`src/rtl/pc_sequencer.sv`:
```
// Program counter sequencer with IDLE/FETCH/EXEC/HALT/ERROR control and a return-address stack.
// Latency: two cycles per instruction (FETCH, then EXEC); the control strobes are combinational in EXEC.
// Backpressure: none; start is accepted only in IDLE, HALT or ERROR, and ignored while executing.
module pc_sequencer #(
  parameter int PC_WIDTH     = 8,
  parameter int OPCODE_WIDTH = 6,
  parameter int STACK_DEPTH  = 8,
  parameter logic [OPCODE_WIDTH-1:0] OP_JMP  = 6'h30,
  parameter logic [OPCODE_WIDTH-1:0] OP_JZ   = 6'h31,
  parameter logic [OPCODE_WIDTH-1:0] OP_CALL = 6'h32,
  parameter logic [OPCODE_WIDTH-1:0] OP_RET  = 6'h33,
  parameter logic [OPCODE_WIDTH-1:0] OP_HALT = 6'h3F
) (
  input  logic                             clk,
  input  logic                             rst,
  input  logic                             start,
  input  logic [OPCODE_WIDTH-1:0]          instr_op,
  input  logic [PC_WIDTH-1:0]              instr_target,
  input  logic                             zero_flag,
  output logic [PC_WIDTH-1:0]              instr_addr,
  output logic                             exec_en,
  output logic                             push,
  output logic                             pop,
  output logic                             halted,
  output logic                             stack_err,
  output logic [$clog2(STACK_DEPTH):0]     depth
);

  localparam int AW = $clog2(STACK_DEPTH);
  localparam int DW = AW + 1;
  localparam logic [DW-1:0] FULL = DW'(STACK_DEPTH);

  typedef enum logic [2:0] {
    IDLE  = 3'd0,
    FETCH = 3'd1,
    EXEC  = 3'd2,
    HALT  = 3'd3,
    ERROR = 3'd4
  } state_t;

  state_t              state, state_nxt;
  logic [PC_WIDTH-1:0] pc, pc_nxt, pc_inc;
  logic [DW-1:0]       depth_nxt, top_idx;
  logic [PC_WIDTH-1:0] stack [STACK_DEPTH];

  // Natural-width add gives the modulo-2^PC_WIDTH wrap for both the next PC and the return address.
  assign pc_inc     = pc + 1'b1;
  assign top_idx    = depth - 1'b1;
  assign instr_addr = pc;
  assign halted     = (state == HALT);
  assign stack_err  = (state == ERROR);

  // State, PC and stack-pointer registers; reset drops straight to IDLE.
  always_ff @(posedge clk or posedge rst) begin
    if (rst) begin
      state <= IDLE;
      pc    <= '0;
      depth <= '0;
    end else begin
      state <= state_nxt;
      pc    <= pc_nxt;
      depth <= depth_nxt;
    end
  end

  // Return-address storage; contents are don't-care after reset since depth gates every read.
  always_ff @(posedge clk) begin
    if (push) begin
      stack[depth[AW-1:0]] <= pc_inc;
    end
  end

  // Next-state, next-PC and strobe decode; strobes can only fire in EXEC.
  always_comb begin
    state_nxt = state;
    pc_nxt    = pc;
    depth_nxt = depth;
    exec_en   = 1'b0;
    push      = 1'b0;
    pop       = 1'b0;
    case (state)
      IDLE, HALT, ERROR: begin
        if (start) begin
          state_nxt = FETCH;
          pc_nxt    = '0;
          depth_nxt = '0;
        end
      end
      FETCH: state_nxt = EXEC;
      EXEC: begin
        state_nxt = FETCH;
        case (instr_op)
          OP_JMP: pc_nxt = instr_target;
          OP_JZ:  pc_nxt = zero_flag ? instr_target : pc_inc;
          OP_CALL: begin
            if (depth < FULL) begin
              push      = 1'b1;
              depth_nxt = depth + 1'b1;
              pc_nxt    = instr_target;
            end else begin
              state_nxt = ERROR;
            end
          end
          OP_RET: begin
            if (depth != '0) begin
              pop       = 1'b1;
              depth_nxt = top_idx;
              pc_nxt    = stack[top_idx[AW-1:0]];
            end else begin
              state_nxt = ERROR;
            end
          end
          OP_HALT: state_nxt = HALT;
          default: begin
            exec_en = 1'b1;
            pc_nxt  = pc_inc;
          end
        endcase
      end
      default: state_nxt = IDLE;
    endcase
  end

endmodule

```
`config.mk`:
```
export PLATFORM = sky130hd
export DESIGN_NAME = pc_sequencer
export DESIGN_NICKNAME = d
export VERILOG_FILES = /design/src/rtl/pc_sequencer.sv
export SDC_FILE = /design/constraint.sdc
export NUM_CORES = 1
export LEC_CHECK = 0
export ABC_CLOCK_PERIOD_IN_PS = 2600
export BUFFER_PORTS_ARGS = -buffer_cell sky130_fd_sc_hd__clkbuf_2
export CORE_ASPECT_RATIO = 2
export CORE_MARGIN = 4
export CORE_UTILIZATION = 30
export DETAILED_ROUTE_END_ITERATION = 10
export SYNTH_ARGS = -nofsm -noshare
export SYNTH_HDL_FRONTEND = slang
export SYNTH_SLANG_ARGS = --single-unit
```
`constraint.sdc`:
```
create_clock -name clk -period 2.6 [get_ports clk]
set_input_delay 0.65 -clock clk [delete_from_list [all_inputs] [get_ports clk]]
set_output_delay 0.65 -clock clk [all_outputs]
set_load 0.005 [all_outputs]
```
**Word-level counts from Yosys, hierarchy flattened**

Memories as Yosys holds them, arrays and structs flattened.
Cells that the tools add are included.

- $add $sub $neg: 3
- Reductions and logical operators: 7
- $lt $le $gt $ge: 1
- Equal/unequal tests: 14
- Multiplexer cells: 26

Operator list:

| cell | count |
|---|---|
| 8-bit one-hot mux with 5 select lines | 1 |
| 8-bit two-way mux | 4 |
| 6-bit equality test, second input constant | 5 |
| 3-bit one-hot mux with 3 select lines | 2 |
| 4-bit one-hot mux with 2 select lines | 2 |
| 8-bit one-hot mux with 2 select lines | 1 |
| 4-bit two-way mux | 3 |
| 1-bit two-way mux | 10 |
| 5-bit AND reduction | 2 |
| 3-bit two-way mux | 3 |
| 8-bit by 1-bit adder with 8-bit output, second input constant | 1 |
| 3-bit by 2-bit equality test with 1-bit output, second input constant | 2 |
| 3-bit != test, second input constant | 2 |
| 5-bit OR reduction | 1 |
| 4-bit by 1-bit adder with 4-bit output, second input constant | 1 |
| 4-bit < comparator, second input constant | 1 |
| 2-bit != test, second input constant | 2 |
| 4-bit nonzero test | 1 |
| 4-bit by 1-bit subtractor with 4-bit output, second input constant | 1 |
| 3-bit by 1-bit equality test with 1-bit output, second input constant | 1 |
| 3-bit equality test, second input constant | 1 |
| 3-bit logical NOT | 1 |
| 3-bit by 2-bit != test with 1-bit output, second input constant | 1 |
| 3-bit OR reduction | 1 |
| 2-bit nonzero test | 1 |

- Word-level logic and storage cells: 55
- Flip-flop bits (word level): 15
- Output and inout port bits: 17
- RAM bits: 64
- Memories: 1
- Input port bits: 18

Memory list:

| name | words | bits a word | read ports | clocked after Yosys merged registers in | wr ports | RTL line | RTL |
|---|---|---|---|---|---|---|---|
| stack | 8 | 8 | 1 | 0 | 1 | 44 | `logic [PC_WIDTH-1:0] stack [STACK_DEPTH];` |

**Depth between registers and ports, before layout**

- Depth after elaboration: 6
- Gate-level depth with buffers: 11
- Depth with buffers taken out: 7

**Worst setup path after synthesis**

Ideal clock, no wire load.

- Path type: input -> register
- From: input port instr_op[2]
- To: memory stack[1][0] (enable)
- Setup time: 0.383 ns
- Slack: 0.034 ns
- Path buffers: 1
- Data required time: 2.217 ns
- Cell stages on the path: 6
- Arrival: 2.183 ns
- Cell sequence: and4bb_2 -> buf_4 -> nand3_1 -> nor3_2 -> nand2_1 -> nor3_1

- Cells in the longest elaborated chain, start to end: 5

RTL lines:

| what | RTL line | RTL |
|---|---|---|
| from (decl) | 17 | `input logic [OPCODE_WIDTH-1:0] instr_op,` |
| 6-bit equality test | 92 | `case (instr_op)` |
| 1-bit two-way mux | 92 |  |
| 1-bit two-way mux | 81 | `case (state)` |
| named net push | 22 | `output logic push,` |
| 1-bit two-way mux | 68 | `if (push) begin` |
| 1-bit two-way mux (not written as such) | 69 | `stack[depth[AW-1:0]] <= pc_inc;` |
| to (decl) | 44 |  |

The timed path passes the listed nets, and every way through them passes these cells.

**Worst setup path after layout**

- From: input port instr_op[2]
- To: output port push

- Cells in the longest elaborated chain, start to end: 3

RTL lines:

| what | RTL line |
|---|---|
| 6-bit equality test | 92 |
| 1-bit two-way mux | 92 |
| 1-bit two-way mux | 81 |
| to (decl) | 22 |

Every way passes these cells.

==> summary.md <==
| Metric | Value |
|---|---|
| Area growth syn-to-layout | `18.68%` |
| Status | `finished clean` |
| Most common cell after layout, fill and taps aside | `edfxtp_1` |
| Leak Pwr | `1.705 nW` |
| CP Cell Sequence | `clkbuf_2 > and4bb_2 > nand3_1 > nor3_2 > clkbuf_2` |
| DRT antenna net count | `0` |
| Core area | `12630 um^2` |
| VDD IR max | `467.0 uV` |
| GRT Overall Usage | `0.1484` |
| CTS Buf Count | `9` |
| DRC | `0` |
| WP data arrival | `1.66 ns` |
| Iter 0 DRT Violations | `145` |
| TritonCTS clock tree | `yes` |
| Critical path class | `input pin to primary output` |
| Number of global-route vias before repair | `2850` |
| Syn Inst Count | `291` |
| Top_reg_cell synth | `edfxtp_1` |
| Hold crit path type | `input pin to async pin` |
| Num rows | `58` |
| Clock Skew | `0.008426 ns` |
| Fin Setup TNS | `0 ns` |
| Via count | `2702` |
| CP endpoint kind | `primary output` |
| Crit-path leading delay family | `simple AND/OR/NAND/NOR gates` |
| Clk_lat worst skew | `0.34 ns` |
| Max Buffers Root-to-Sink | `2` |
| Crit share post-route | `0.8893` |
| I/O pins | `35` |
| Synthesized flop and latch total | `79` |
| Final Max Tran Viols | `0` |
| Final Wtd Congestion | `0.8664` |
| Sum of buffers and inverters on the critical path | `2` |
| Die area | `14920 um^2` |
| Reg2reg setup slack | `0.30 ns` |
| Post-synthesis sequential area ratio | `0.5923` |
| Slew of the pin with the lowest slew margin | `0.7473 ns` |
| Crit-path slowest cell | `and4bb_2` |
| Syn nets | `312` |
| Post-synth cell types | `59` |
| Fmax | `432.5 MHz` |
| Share of the synthesized area in the top cell type | `0.4955` |
| Reg clk slew, reported paths | `0.07 ns` |
| Post-CTS Hold Buffers | `0` |
| Fill count | `1235` |
| Tmin final | `2.312 ns` |
| Ys async rst share | `0.1899` |
| Non-filler cells, final | `500` |
| Antenna violations before repair | `0` |
| Synth area leader | `edfxtp_1` |
| Chip height | `168.8 um` |
| Area contributors post-synth | `edfxtp_1 (50%), dfrtp_1 (9.7%), mux4_1 (5.4%), nand2_1 (2.1%), mux2i_1 (1.8%)` |
| Layout cell share with drive strength beyond 1 | `0.2429` |
| Worst flop-to-flop path endpoint | `instr_addr[6]$_DFFE_PP0P_` |
| Clock root cell | `clkbuf_16` |
| Crit path max fanout | `3` |
| Total Nets Final | `366` |
| Pwr Density | `926.0 nW/um^2` |
| Max Cap Viol | `0` |
| Port Buffers | `34` |
| Critical path launch point type | `input pin` |
| Final setup violation count | `0` |
| Largest net degree at the start of global routing | `27` |
| Synth Warn # | `0` |
| Final WL | `10490 um` |
| Syn Area/Cell | `13.33 um^2` |
| Chip Width | `88.40 um` |
| Synth Cell Area | `3879 um^2` |
| Most frequent cells in the layout | `edfxtp_1 (64), clkbuf_2 (34), nand2_1 (22), buf_4 (22), dfrtp_1 (15)` |
| Cells on worst reg2reg path | `8` |
| Post-CTS setup buffers | `0` |
| Cells after DPL | `484` |
| CP max stage delay | `0.34 ns` |
| Final HPWL DP | `8117 um` |
| Number of diodes | `0` |
| First-pass GRT wire length | `16150 um` |
| H-tree levels | `3` |
| Clock Sinks | `79` |
| Gr ovfl total | `0` |
| Critical Path Most Common Cell | `clkbuf_2` |
| Drt wl/cell | `20.98 um` |
| Starting Density | `0.3072` |
| EDFF count, synth | `64` |
| 1st-pass router iterations | `4` |
| Avg Vias per Cell | `5.404` |
| RSZ-0062 raised after global routing | `false` |
| Worst R2R Start | `depth[0]$_DFFE_PP0P_` |
| Final hold vios | `0` |
| CP required | `1.95 ns` |
| Rel. slew slack | `0.4982` |
| Post-cts sizing count | `0` |
==> logic make-up (layout without fill, tap and decap cells) <==
logic type	count (synthesis)	count (layout)	synth area share
buffers and inverters	24	83	0.03516
adder cells (fa/ha/maj)	3	3	0.009678
multiplexers	18	18	0.08677
flip-flops	79	79	0.5923
AO/OA/AOI/OAI	65	65	0.1229
AND/OR/NAND/NOR	94	94	0.1332
XOR/XNOR	8	8	0.02000
==> registers in the layout, summed over array words and instances (netlist names) <==
register and count:
state 3, depth 4, stack 64, instr_addr 8
==> metal layers <==
metal,routed length (um),GRT usage,share of wire
met3,317,0.02582,0.030
met2,6200,0.2895,0.59
met1,3533,0.1394,0.34
met4,441,0.07500,0.042
met5,0,0,0
==> cell usage after synthesis (2+ instances only) <==
master,count
edfxtp_1,64
nand2_1,22
dfrtp_1,15
a21oi_1,13
nand3_1,13
nor2_1,13
o21ai_0,12
nor2b_1,10
inv_1,9
mux4_1,8
a2111oi_0,7
and3_1,7
mux2i_1,7
nor3_1,7
buf_2,6
nand2b_1,5
o2bb2ai_1,5
xnor2_1,5
a311oi_1,4
a31oi_1,4
a32o_1,3
buf_6,3
ha_1,3
a22o_1,2
a22oi_1,2
and2_1,2
and4_1,2
clkbuf_1,2
mux4_2,2
nand4bb_1,2
nor3b_1,2
o211ai_1,2
xor2_1,2
==> layout make-up <==
class	count	area [um^2]	share of cell area
Inverter	10	37.54	0.008154
Sequential cell	79	2297	0.4990
Tap cell	150	187.7	0.04077
Clock buffer	9	225.2	0.04893
Multi-Input combinational cell	188	1445	0.3139
Timing Repair Buffer	57	355.3	0.07720
Clock inverter	7	55.05	0.01196
==> per-stage QoR <==
step,util,power [mW],hold WS (ns),cell area (um^2),setup WS [ns]
floorplan,-,2.556,0.4636,3879,0.03393
global placement,0.3424,3.102,0.4805,4323,0.2842
detailed placement,0.3424,3.118,0.4874,4323,0.2050
CTS,0.3645,4.299,0.4122,4603,0.2646
global route,0.3645,4.472,0.4206,4603,0.08933
finish,0.3645,4.262,0.3718,4603,0.2879
==> how the worst max path moves through the flow <==
stage | from | end | depth (start not counted)
finish | instr_op[2] | push | 5
global placement | instr_op[2] | stack[0][5]$_DFFE_PP_ | 7
floorplan | instr_op[2] | stack[1][0]$_DFFE_PP_ | 6
global route | depth[0]$_DFFE_PP0P_ | instr_addr[3]$_DFFE_PP0P_ | 8
CTS | instr_op[2] | push | 5
detailed placement | instr_op[2] | stack[0][7]$_DFFE_PP_ | 7
==> report_power, final <==
part | internal (mW) | total, mW | switching, mW
clock | 0.656 | 1.17 | 0.519
sequential | 1.54 | 1.64 | 0.0975
combinational | 0.575 | 1.45 | 0.870
total | 2.78 | 4.26 | 1.49
Power figures use the tool's default switching activity.
